## src/rtl/mdu_div_seq_if.sv

```systemverilog
// Operand/result bundle for the sequential divider.
// Latency: n/a (signal grouping only).
// Backpressure: none; the master watches busy/done before issuing start.
//
// Signals:
//   start, sign, dividend, divisor          : request side (master -> slave)
//   quotient, remainder, busy, done,
//   div_by_zero                             : result side (slave -> master)
interface mdu_div_seq_if #(
   parameter int WIDTH = 32
);
   logic             start;
   logic             sign;
   logic [WIDTH-1:0] dividend;
   logic [WIDTH-1:0] divisor;
   logic [WIDTH-1:0] quotient;
   logic [WIDTH-1:0] remainder;
   logic             busy;
   logic             done;
   logic             div_by_zero;

   modport master (
      output start, sign, dividend, divisor,
      input  quotient, remainder, busy, done, div_by_zero
   );

   modport slave (
      input  start, sign, dividend, divisor,
      output quotient, remainder, busy, done, div_by_zero
   );
endinterface

```

## src/rtl/mdu_div_seq.sv

```systemverilog
// Multi-cycle restoring divider for DIV/DIVU (quotient -> LO, remainder -> HI).
// Latency: 33 cycles from accepted start to the one-cycle done pulse.
// Backpressure: none; start is ignored while busy, results hold until the next op.
//
// Ports:
//   clk    : rising-edge clock
//   rst    : synchronous active-high reset, priority over start
//   div_if : slave side of mdu_div_seq_if (start/sign/dividend/divisor in,
//            quotient/remainder/busy/done/div_by_zero out)
module mdu_div_seq #(
   parameter int WIDTH = 32,
   parameter int CNT_W = 6
) (
   input logic          clk,
   input logic          rst,
   mdu_div_seq_if.slave div_if
);

   typedef enum logic [1:0] {
      S_IDLE = 2'd0,
      S_RUN  = 2'd1,
      S_FIX  = 2'd2
   } state_t;

   state_t           r_state;
   state_t           w_state_nxt;

   logic [CNT_W-1:0] r_cnt;
   logic [WIDTH-1:0] r_rem;       // partial remainder
   logic [WIDTH-1:0] r_q;         // dividend magnitude shifting out, quotient bits shifting in
   logic [WIDTH-1:0] r_dvs;       // divisor magnitude
   logic [WIDTH-1:0] r_raw;       // untouched dividend, returned as remainder on divide-by-zero
   logic             r_neg_q;
   logic             r_neg_r;
   logic             r_dbz;

   logic [WIDTH-1:0] r_quot;
   logic [WIDTH-1:0] r_remd;
   logic             r_done;
   logic             r_dbz_out;

   logic             w_accept;
   logic             w_last;
   logic             w_a_neg;
   logic             w_b_neg;
   logic [WIDTH-1:0] w_a_mag;
   logic [WIDTH-1:0] w_b_mag;
   logic [WIDTH:0]   w_shift;
   logic             w_ge;
   logic [WIDTH-1:0] w_sub;
   logic [WIDTH-1:0] w_rem_nxt;

   assign w_accept = (r_state == S_IDLE) && div_if.start;
   assign w_last   = (r_cnt == CNT_W'(WIDTH - 1));

   // Magnitudes: only signed ops with a set MSB get negated.
   assign w_a_neg = div_if.sign & div_if.dividend[WIDTH-1];
   assign w_b_neg = div_if.sign & div_if.divisor[WIDTH-1];
   assign w_a_mag = w_a_neg ? (~div_if.dividend + 1'b1) : div_if.dividend;
   assign w_b_mag = w_b_neg ? (~div_if.divisor + 1'b1) : div_if.divisor;

   // One restoring step. The shifted remainder needs WIDTH+1 bits because an
   // unsigned divisor can be as large as 2^WIDTH-1. When the compare passes,
   // the true difference is below the divisor, so WIDTH bits of it suffice.
   assign w_shift   = {r_rem, r_q[WIDTH-1]};
   assign w_ge      = (w_shift >= {1'b0, r_dvs});
   assign w_sub     = w_shift[WIDTH-1:0] - r_dvs;
   assign w_rem_nxt = w_ge ? w_sub : w_shift[WIDTH-1:0];

   // State register.
   always_ff @(posedge clk) begin
      if (rst) begin
         r_state <= S_IDLE;
      end else begin
         r_state <= w_state_nxt;
      end
   end

   // Next-state logic.
   always_comb begin
      w_state_nxt = r_state;
      case (r_state)
         S_IDLE:  if (div_if.start) w_state_nxt = S_RUN;
         S_RUN:   if (w_last)       w_state_nxt = S_FIX;
         S_FIX:                     w_state_nxt = S_IDLE;
         default:                   w_state_nxt = S_IDLE;
      endcase
   end

   // Datapath and result registers.
   always_ff @(posedge clk) begin
      if (rst) begin
         r_cnt     <= '0;
         r_rem     <= '0;
         r_q       <= '0;
         r_dvs     <= '0;
         r_raw     <= '0;
         r_neg_q   <= 1'b0;
         r_neg_r   <= 1'b0;
         r_dbz     <= 1'b0;
         r_quot    <= '0;
         r_remd    <= '0;
         r_done    <= 1'b0;
         r_dbz_out <= 1'b0;
      end else begin
         r_done <= 1'b0;
         if (w_accept) begin
            r_cnt   <= '0;
            r_rem   <= '0;
            r_q     <= w_a_mag;
            r_dvs   <= w_b_mag;
            r_raw   <= div_if.dividend;
            r_neg_q <= div_if.sign & (div_if.dividend[WIDTH-1] ^ div_if.divisor[WIDTH-1]);
            r_neg_r <= div_if.sign & div_if.dividend[WIDTH-1];
            r_dbz   <= (div_if.divisor == '0);
         end else if (r_state == S_RUN) begin
            r_cnt <= r_cnt + 1'b1;
            r_rem <= w_rem_nxt;
            r_q   <= {r_q[WIDTH-2:0], w_ge};
         end else if (r_state == S_FIX) begin
            r_done    <= 1'b1;
            r_dbz_out <= r_dbz;
            if (r_dbz) begin
               // Divide-by-zero: all-ones quotient, raw dividend, no sign fix-up.
               r_quot <= '1;
               r_remd <= r_raw;
            end else begin
               r_quot <= r_neg_q ? (~r_q + 1'b1) : r_q;
               r_remd <= r_neg_r ? (~r_rem + 1'b1) : r_rem;
            end
         end
      end
   end

   assign div_if.quotient    = r_quot;
   assign div_if.remainder   = r_remd;
   assign div_if.busy        = (r_state != S_IDLE);
   assign div_if.done        = r_done;
   assign div_if.div_by_zero = r_dbz_out;

endmodule

```

## src/flat_wrapper.sv

```systemverilog
// flat-port wrapper written by rule: the top's interface ports become plain ports
module mdu_div_seq_flat 
#(
   parameter int WIDTH = 32,
   parameter int CNT_W = 6
)
  (clk, rst, div_if_start, div_if_sign, div_if_dividend, div_if_divisor, div_if_quotient, div_if_remainder, div_if_busy, div_if_done, div_if_div_by_zero);
  mdu_div_seq_if #(.WIDTH(WIDTH)) div_if_i ();
  input logic clk;
  input logic rst;
  input wire logic [$bits(div_if_i.start)-1:0] div_if_start;
  input wire logic [$bits(div_if_i.sign)-1:0] div_if_sign;
  input wire logic [$bits(div_if_i.dividend)-1:0] div_if_dividend;
  input wire logic [$bits(div_if_i.divisor)-1:0] div_if_divisor;
  output wire logic [$bits(div_if_i.quotient)-1:0] div_if_quotient;
  output wire logic [$bits(div_if_i.remainder)-1:0] div_if_remainder;
  output wire logic [$bits(div_if_i.busy)-1:0] div_if_busy;
  output wire logic [$bits(div_if_i.done)-1:0] div_if_done;
  output wire logic [$bits(div_if_i.div_by_zero)-1:0] div_if_div_by_zero;
  assign div_if_i.start = div_if_start;
  assign div_if_i.sign = div_if_sign;
  assign div_if_i.dividend = div_if_dividend;
  assign div_if_i.divisor = div_if_divisor;
  assign div_if_quotient = div_if_i.quotient;
  assign div_if_remainder = div_if_i.remainder;
  assign div_if_busy = div_if_i.busy;
  assign div_if_done = div_if_i.done;
  assign div_if_div_by_zero = div_if_i.div_by_zero;
  mdu_div_seq #(.WIDTH(WIDTH), .CNT_W(CNT_W)) u_core (.clk(clk), .rst(rst), .div_if(div_if_i));
endmodule
```

## config.mk

```make
export PLATFORM = sky130hd
export DESIGN_NAME = mdu_div_seq_flat
export DESIGN_NICKNAME = d
export VERILOG_FILES = /design/src/rtl/mdu_div_seq_if.sv /design/src/rtl/mdu_div_seq.sv /design/src/flat_wrapper.sv
export SDC_FILE = /design/constraint.sdc
export NUM_CORES = 1
export LEC_CHECK = 0
export CORE_ASPECT_RATIO = 1.75
export CORE_MARGIN = 2
export CORE_UTILIZATION = 55
export DETAILED_ROUTE_END_ITERATION = 7
export PLACE_DENSITY = 0.89
export SLEW_MARGIN = 20
export SYNTH_ARGS = -nofsm -noshare
export SYNTH_HDL_FRONTEND = slang
export SYNTH_SLANG_ARGS = --single-unit
export TNS_END_PERCENT = 10
```

## constraint.sdc

```tcl
create_clock -name clk -period 4.3 [get_ports clk]
set_clock_uncertainty 0.1 [all_clocks]
set_input_delay 0.43 -clock clk [delete_from_list [all_inputs] [get_ports clk]]
set_output_delay 0.43 -clock clk [all_outputs]
set_load 0.01 [all_outputs]
```

==> results.txt, run 1 <==
----------------------------------------------------
[Run status]
  Outcome ... complete, no violations

[Final layout]
  Number of cells in the finished layout apart from fillers ... 2001
  Nets@finish ... 1799
  Area of combinational cells with multiple inputs ... 0.00753 sq mm
  Synthesis-to-layout area growth ... 17.9%
  Utilization after layout ... 0.656
  Fill cell instance count of the final layout ... about 1900
  Antenna diode count ... 0
  Ratio of cells with drive above 1 in the final layout ... 0.0434
  Design area ... approximately 0.014 sq mm
  FF+latch area ... ~0.004 sq mm

[Timing]
  Setup repair after global routing missed its margin ... false
  Final Slew Violations ... 0
  Post-route setup slack ... roughly 910 ps
  Highest Clock Rate ... between 200 and 300 MHz
  Final hold slack ... about 350 ps
  Worst Max-Slew Pin Slew ... ~1100 ps
  Number of hold violations in the final report ... 0
  Headroom to the max-slew limit ... 0.291
  Period utilization ... 0.788
  Minimum clock period ... ~3400 ps
  Final setup violating endpoints ... 0
  Final sum of negative setup slack ... 0 ps

[Drt]
  Initial detailed-routing violation count ... between 1000 and 1500
  Via-per-instance ratio ... around 6.3
  Number of vias after detailed routing ... 12600
  Final routed wire length divided by cell count ... 20.3 microns
  Final WL ... between 40000 and 50000 microns
  DR DRC count ... 0
  Antenna viol nets, final ... 0
  Number of detailed-route iterations in the first pass ... 6

[Clock network]
  Number of post-CTS setup repair buffers ... 0
  Clock slew at the register clock pins of the worst setup and hold paths ... roughly 60 ps
  Number of clock buffers inserted by TritonCTS ... 20
  TritonCTS sink count ... 205
  CTS Hold Bufs ... 0
  CTS-repair resized insts ... 0
  Max H-tree Level ... 1
  Clock root buffer ... sky130_fd_sc_hd__clkbuf_16
  Latest clock arrival within the worst-skew pair ... around 530 ps
  Max clock buf depth ... 3
  TritonCTS clock tree ... done

[Pwr]
  Leak ... ~5.4 nW
  Total power density per cell area ... 364 mW/mm^2
  Power consumption ... about 5.2 mW
  VDD IR-drop max ... between 0.2 and 0.25 mV

[Logic synthesis]
  Cells taking the most area after synthesis ... sky130_fd_sc_hd__dfxtp_1, sky130_fd_sc_hd__nand2_1, sky130_fd_sc_hd__a21oi_1
  Mapped Avg Cell Area ... 7.56 sq um
  Yosys top cell by area ... sky130_fd_sc_hd__dfxtp_1
  Sequential-to-total area share from yosys stat ... 0.335
  Synthesized netlist cell count ... around 1600
  Most numerous cell types in the synthesized netlist ... sky130_fd_sc_hd__nand2_1, sky130_fd_sc_hd__dfxtp_1, sky130_fd_sc_hd__nor2_1
  Count of flip-flops with a built-in enable after synthesis ... 0
  Synth Register Bits ... slightly above 200
  Netlist area before placement ... ~0.012 sq mm
  Unique masters post-synth ... 62
  Post-synthesis async set-or-reset flop share ... 0
  Warnings, synthesis ... 0
  Most numerous cell in the Yosys netlist ... sky130_fd_sc_hd__nand2_1
  Synth top area share ... 0.335
  Synth Net Count ... around 1700
  Dominant synthesized flop cell ... sky130_fd_sc_hd__dfxtp_1

[Floorplan]
  Std cell rows ... 72
  Effective utilization at floorplan ... 0.557
  Core footprint ... approximately 0.022 sq mm
  Floorplan die height ... ~200 microns
  Top-level port count ... between 100 and 150
  Area enclosed by the die boundary ... about 0.023 sq mm
  Die width ... 117 microns

[Placement]
  Post-placement worst setup slack ... approximately 600 ps
  Final weighted congestion in routability-driven placement ... around 1.0
  DP Area ... ~0.014 sq mm
  Count of placed standard cells including taps ... between 1500 and 2000
  HPWL after detailed placement ... 30400 microns
  Count of port buffers added during placement ... between 100 and 150

[Global routing]
  Congestion Overflow GR ... 0
  Number of antenna violations at the first check in global routing ... 0
  Maximum number of pins on one net before global-route repair ... between 100 and 150
  First-pass GRT wire length ... approximately 64000 microns
  Via count of the first global-routing pass ... 12300
  Total global-route track usage ... 0.346

[Setup path]
  Kind of start point of the critical path ... flop
  Crit end category ... flop
  Max FO, Critical Path ... 19
  Launch point of the worst reg-to-reg path ... u_core.r_dvs[13]$_SDFFE_PP0P_
  Reg-to-reg setup timing slack ... 910 ps
  Start point of the critical path ... u_core.r_dvs[13]$_SDFFE_PP0P_
  Worst EP arrival ... 3730 ps
  Required time worst endpoint ... roughly 4700 ps
  Critical setup path kind ... flop to flop

[Hold path]
  Classification of the worst-slack hold path ... flop to flop
  Worst Min Path Start ... u_core.div_if.remainder[22]$_SDFFE_PP0P_

[Run]
  Max-capacitance violation count ... 0

----------------------------------------------------
==> critical path, cell delays in order, from the launching register on <==
cell and delay (ps):
sky130_fd_sc_hd__dfxtp_1 330, sky130_fd_sc_hd__inv_1 110, sky130_fd_sc_hd__ha_1 470, sky130_fd_sc_hd__nand4_1 220, sky130_fd_sc_hd__or4_1 450, sky130_fd_sc_hd__nor2_1 190
sky130_fd_sc_hd__nand4_1 120, sky130_fd_sc_hd__a31oi_1 360, sky130_fd_sc_hd__o41ai_4 130, sky130_fd_sc_hd__buf_4 230, sky130_fd_sc_hd__or2_2 390, sky130_fd_sc_hd__o21ai_0 200
==> cells in the final DEF (no fill, tap or decap), types with 4 or more instances in the layout <==
cell and instances:
sky130_fd_sc_hd__a41oi_1 7, sky130_fd_sc_hd__mux2i_1 26, sky130_fd_sc_hd__o211ai_1 22, sky130_fd_sc_hd__nor3_1 30, sky130_fd_sc_hd__nand3_1 18, sky130_fd_sc_hd__inv_1 57, sky130_fd_sc_hd__or4_1 17, sky130_fd_sc_hd__nor2b_1 5
sky130_fd_sc_hd__clkdlybuf4s50_1 133, sky130_fd_sc_hd__ha_1 37, sky130_fd_sc_hd__o41ai_1 16, sky130_fd_sc_hd__dfxtp_1 205, sky130_fd_sc_hd__a31oi_1 9, sky130_fd_sc_hd__a21o_1 8, sky130_fd_sc_hd__a2111oi_0 6, sky130_fd_sc_hd__nand4_1 15
sky130_fd_sc_hd__buf_4 27, sky130_fd_sc_hd__xnor2_1 59, sky130_fd_sc_hd__nand2b_1 14, sky130_fd_sc_hd__clkbuf_1 5, sky130_fd_sc_hd__or3_1 16, sky130_fd_sc_hd__and3_1 13, sky130_fd_sc_hd__o221ai_1 4, sky130_fd_sc_hd__o21bai_1 5
sky130_fd_sc_hd__and2_1 4, sky130_fd_sc_hd__o22ai_1 20, sky130_fd_sc_hd__o21ai_0 100, sky130_fd_sc_hd__nor2_1 170, sky130_fd_sc_hd__nand2_1 238, sky130_fd_sc_hd__a21oi_1 154, sky130_fd_sc_hd__a311oi_1 31, sky130_fd_sc_hd__clkbuf_16 20
sky130_fd_sc_hd__o31ai_1 27, sky130_fd_sc_hd__a211oi_1 37, sky130_fd_sc_hd__xor2_1 77, sky130_fd_sc_hd__o21a_1 4, sky130_fd_sc_hd__nor4_1 17
==> flip-flops by register name (all words and copies together) (netlist names), 2 cells and up <==
name,flops
u_core.r_rem,32
u_core.r_q,32
u_core.div_if.remainder,32
u_core.r_state,2
u_core.r_cnt,6
u_core.r_dvs,32
u_core.r_raw,32
u_core.div_if.quotient,32
==> routing by layer <==
metal,track usage,wire [microns],up-vias
li1,-,-,5908
met5,0,0,-
met2,0.608,20400,612
met3,0.0497,2340,237
met1,0.345,13700,5832
met4,0.295,4310,0
==> report_power, final <==
| group | total [mW] | leakage (nW) | switching, mW | internal (mW) |
|---|---|---|---|---|
| registers | 2.12 | 1.67 | 0.124 | 2.00 |
| logic | 1.41 | 3.47 | 0.862 | 0.550 |
| clock network | 1.71 | 0.304 | 0.756 | 0.957 |
==> worst paths after layout <==
kind | endpoint | depth (start not counted)
setup / recovery | u_core.r_rem[25]$_SDFFE_PP0P_ | 11
hold / removal | u_core.div_if.remainder[22]$_SDFFE_PP0P_ | 2
setup reg to reg | u_core.r_rem[25]$_SDFFE_PP0P_ | 11
hold reg to reg | u_core.div_if.remainder[22]$_SDFFE_PP0P_ | 2
==> logic make-up after synthesis <==
group | count (synthesis) | share of synthesized area
AND/OR/NAND/NOR | 577 | 0.212
AO/OA/AOI/OAI | 468 | 0.242
flip-flops | 205 | 0.335
buffers and inverters | 168 | 0.0520
XOR/XNOR | 136 | 0.0974
adder cells (fa/ha/maj) | 38 | 0.0395
multiplexers | 27 | 0.0222
==> area by class of cell <==
class | count | share of cell area
multi-input cells | 1246 | 0.522
flip-flops and latches | 205 | 0.284
repair buffers | 163 | 0.110
clock buffers | 27 | 0.0379
well taps | 296 | 0.0257
inverters | 57 | 0.0148
clock inverters | 7 | 0.00538
Power figures use the tool's default switching activity.
==> run 2: changes to the inputs <==
==> constraint.sdc (replaced) <==
create_clock -name clk -period 3.2 [get_ports clk]
set_clock_uncertainty 0.1 [all_clocks]
set_input_delay 0.32 -clock clk [delete_from_list [all_inputs] [get_ports clk]]
set_output_delay 0.32 -clock clk [all_outputs]
set_load 0.01 [all_outputs]
==> results.txt, run 2 (synthesis results as in run 1) <==
----------------------------------------------------
[Setup path]
  Start point of the critical path ... u_core.r_dvs[15]$_SDFFE_PP0P_
  Capturing instance or port of the critical path ... u_core.r_rem[3]$_SDFFE_PP0P_
  FF-to-FF path depth ... 14
  End of the worst register-to-register path ... u_core.r_rem[3]$_SDFFE_PP0P_
  Kind of start point of the critical path ... flop
  Crit end category ... flop
  Max FO, Critical Path ... 5
  Required time worst endpoint ... about 3500 ps
  Launch point of the worst reg-to-reg path ... u_core.r_dvs[15]$_SDFFE_PP0P_
  Critical setup path kind ... flop to flop
  Worst EP arrival ... 3410 ps
  Reg-to-reg setup timing slack ... slightly below 80 ps

[Drt]
  Antenna viol nets, final ... 0
  Via-per-instance ratio ... approximately 6.3
  Number of vias after detailed routing ... between 10000 and 15000
  Number of detailed-route iterations in the first pass ... 5
  Initial detailed-routing violation count ... between 1000 and 1500
  Final routed wire length divided by cell count ... around 21 microns
  Final WL ... between 40000 and 50000 microns
  DR DRC count ... 0

[Clock network]
  CTS Hold Bufs ... 0
  Max clock buf depth ... 3
  Clock slew at the register clock pins of the worst setup and hold paths ... ~70 ps
  Clock root buffer ... sky130_fd_sc_hd__clkbuf_16
  TritonCTS sink count ... slightly above 200
  Number of clock buffers inserted by TritonCTS ... 20
  TritonCTS clock tree ... done
  Max H-tree Level ... 1
  Latest clock arrival within the worst-skew pair ... 520 ps

[Final layout]
  Leading cell types in the layout, fill and taps excluded ... sky130_fd_sc_hd__nand2_1, sky130_fd_sc_hd__dfxtp_1, sky130_fd_sc_hd__nor2_1
  Most common library cell in the layout ignoring fill and taps ... sky130_fd_sc_hd__nand2_1
  Antenna diode count ... 0
  Synthesis-to-layout area growth ... 26.9%
  Design area ... around 0.016 sq mm
  Area of combinational cells with multiple inputs ... about 0.0076 sq mm
  Fill cell instance count of the final layout ... around 1800
  Ratio of cells with drive above 1 in the final layout ... 0.117
  Nets@finish ... between 1500 and 2000
  Number of cells in the finished layout apart from fillers ... between 2000 and 2500
  FF+latch area ... 0.00411 sq mm

[Floorplan]
  Area enclosed by the die boundary ... about 0.023 sq mm
  Top-level port count ... around 140
  Core footprint ... roughly 0.022 sq mm
  Die width ... between 100 and 150 microns
  Effective utilization at floorplan ... 0.557
  Std cell rows ... between 70 and 80
  Floorplan die height ... around 200 microns

[Pwr]
  Switching Fraction ... 0.320
  Portion of total power attributed to the clock network ... 0.355
  Fraction of power consumed by combinational cells ... 0.285
  Sequential power share ... 0.360
  Leak ... 6.06 nW
  Cell Int Power ... ~5.3 mW
  Total power density per cell area ... 506 mW/mm^2
  NetSw ... 2.52 mW
  VDD IR-drop max ... around 0.33 mV

[Placement]
  Count of port buffers added during placement ... roughly 130
  HPWL after detailed placement ... between 30000 and 40000 microns
  DP Area ... 0.0146 sq mm
  Final weighted congestion in routability-driven placement ... approximately 1.1
  Count of placed standard cells including taps ... approximately 2100

[Global routing]
  Maximum number of pins on one net before global-route repair ... 104
  Via count of the first global-routing pass ... 12900
  Congestion Overflow GR ... 0
  Total global-route track usage ... 0.370
  Number of antenna violations at the first check in global routing ... 0
  First-pass GRT wire length ... slightly below 70000 microns

[Run status]
  Outcome ... complete, no violations

[Timing]
  Final sum of negative setup slack ... 0 ps
  Headroom to the max-slew limit ... 0.278
  Number of hold violations in the final report ... 0
  Final setup violating endpoints ... 0
  Worst Max-Slew Pin Slew ... between 1000 and 1500 ps
  Highest Clock Rate ... approximately 320 MHz
  Minimum clock period ... around 3100 ps
  Setup repair after global routing missed its margin ... true
  Final Slew Violations ... 0
  Period utilization ... 0.976

[Hold path]
  Classification of the worst-slack hold path ... input port to flop

[Run]
  Max-capacitance violation count ... 0

----------------------------------------------------
==> run 2: changes by cell type in the layout (fill, tap and decap cells not counted), moves of 3 or more <==
cell                        delta
sky130_fd_sc_hd__bufinv_16     +5
sky130_fd_sc_hd__dfxtp_1       -4
sky130_fd_sc_hd__ha_4          +3
sky130_fd_sc_hd__inv_1         -3
sky130_fd_sc_hd__inv_2         +3
sky130_fd_sc_hd__dfxtp_2       +4
sky130_fd_sc_hd__clkbuf_1      -3
sky130_fd_sc_hd__a21oi_2       +4
sky130_fd_sc_hd__a21oi_1       -4
sky130_fd_sc_hd__buf_4       +109
sky130_fd_sc_hd__ha_1          -5
==> run 2: through the flow <==
step	setup WS (ps)	utilization	total power, mW	hold WS [ps]
after CTS	7.19	0.699	7.73	262
after global routing	-19.7	0.706	8.15	296
final	77.7	0.706	7.86	279
after global placement	-107	0.664	4.94	340
after detailed placement	-198	0.664	4.98	346
after floorplan	177	-	4.13	322
==> run 2: cell type report <==
type / instances / area share
clock inverters: 10 / 0.0140
flip-flops and latches: 205 / 0.265
well taps: 296 / 0.0239
clock buffers: 25 / 0.0354
repair buffers: 273 / 0.156
inverters: 57 / 0.0138
multi-input cells: 1246 / 0.493
==> run 2: worst min-delay path by stage <==
stage	start	end	cells past startpoint
2_1_floorplan	div_if_dividend[26]	u_core.r_q[26]$_SDFFE_PP0P_	1
3_3_place_gp	u_core.r_raw[21]$_SDFFE_PP0P_	u_core.r_raw[21]$_SDFFE_PP0P_	2
3_5_place_dp	u_core.r_raw[28]$_SDFFE_PP0P_	u_core.r_raw[28]$_SDFFE_PP0P_	2
4_1_cts	rst	u_core.div_if.remainder[4]$_SDFFE_PP0P_	2
5_1_grt	rst	u_core.r_raw[13]$_SDFFE_PP0P_	2
6_report	rst	u_core.div_if.remainder[27]$_SDFFE_PP0P_	2
==> run 2: power groups by stage <==
stage / Combinational [mW] / Clock, mW / Sequential, mW
after floorplan: 1.30 / 0 / 2.83
after global placement: 2.07 / 0 / 2.87
after detailed placement: 2.10 / 0 / 2.88
after CTS: 2.12 / 2.79 / 2.82
after global routing: 2.41 / 2.90 / 2.84
final: 2.24 / 2.79 / 2.83
==> run 2: worst max-delay path, stage by stage, from the launching register on <==
cell	delay, ps
sky130_fd_sc_hd__dfxtp_1	310
sky130_fd_sc_hd__inv_1	200
sky130_fd_sc_hd__ha_4	260
sky130_fd_sc_hd__buf_4	150
sky130_fd_sc_hd__nand2_2	70
sky130_fd_sc_hd__nor2_2	60
sky130_fd_sc_hd__a221o_1	420
sky130_fd_sc_hd__a21oi_2	150
sky130_fd_sc_hd__a21oi_1	80
sky130_fd_sc_hd__buf_4	140
sky130_fd_sc_hd__o41ai_4	390
sky130_fd_sc_hd__buf_4	220
sky130_fd_sc_hd__buf_6	130
sky130_fd_sc_hd__mux2i_4	230
sky130_fd_sc_hd__a21oi_1	80
==> run 2: per-layer routing <==
| layer | track usage | vias to the layer above | routed length (microns) |
|---|---|---|---|
| met4 | 0.354 | 0 | 5090 |
| met2 | 0.645 | 680 | 22200 |
| li1 | - | 6141 | - |
| met1 | 0.347 | 6163 | 14200 |
| met3 | 0.0681 | 288 | 2850 |
| met5 | 0 | - | 0 |
==> run 2: timing repair <==
| item | in CTS | in global routing |
|---|---|---|
| endpoints found under the setup margin | 1 | 33 |
| pin swaps | 1 | 10 |
| gates resized for setup | 1 | 31 |
| setup buffers | 0 | 3 |
==> run 3: changes to the inputs <==
--- a/config.mk
+++ b/config.mk
@@ -10,7 +10,7 @@
 export CORE_UTILIZATION = 55
 export DETAILED_ROUTE_END_ITERATION = 7
 export PLACE_DENSITY = 0.89
-export SLEW_MARGIN = 20
+export SLEW_MARGIN = 10
 export SYNTH_ARGS = -nofsm -noshare
 export SYNTH_HDL_FRONTEND = slang
 export SYNTH_SLANG_ARGS = --single-unit
==> results of run 3 <==
Same layout as run 2: the final DEF is identical, and so are final timing and power.
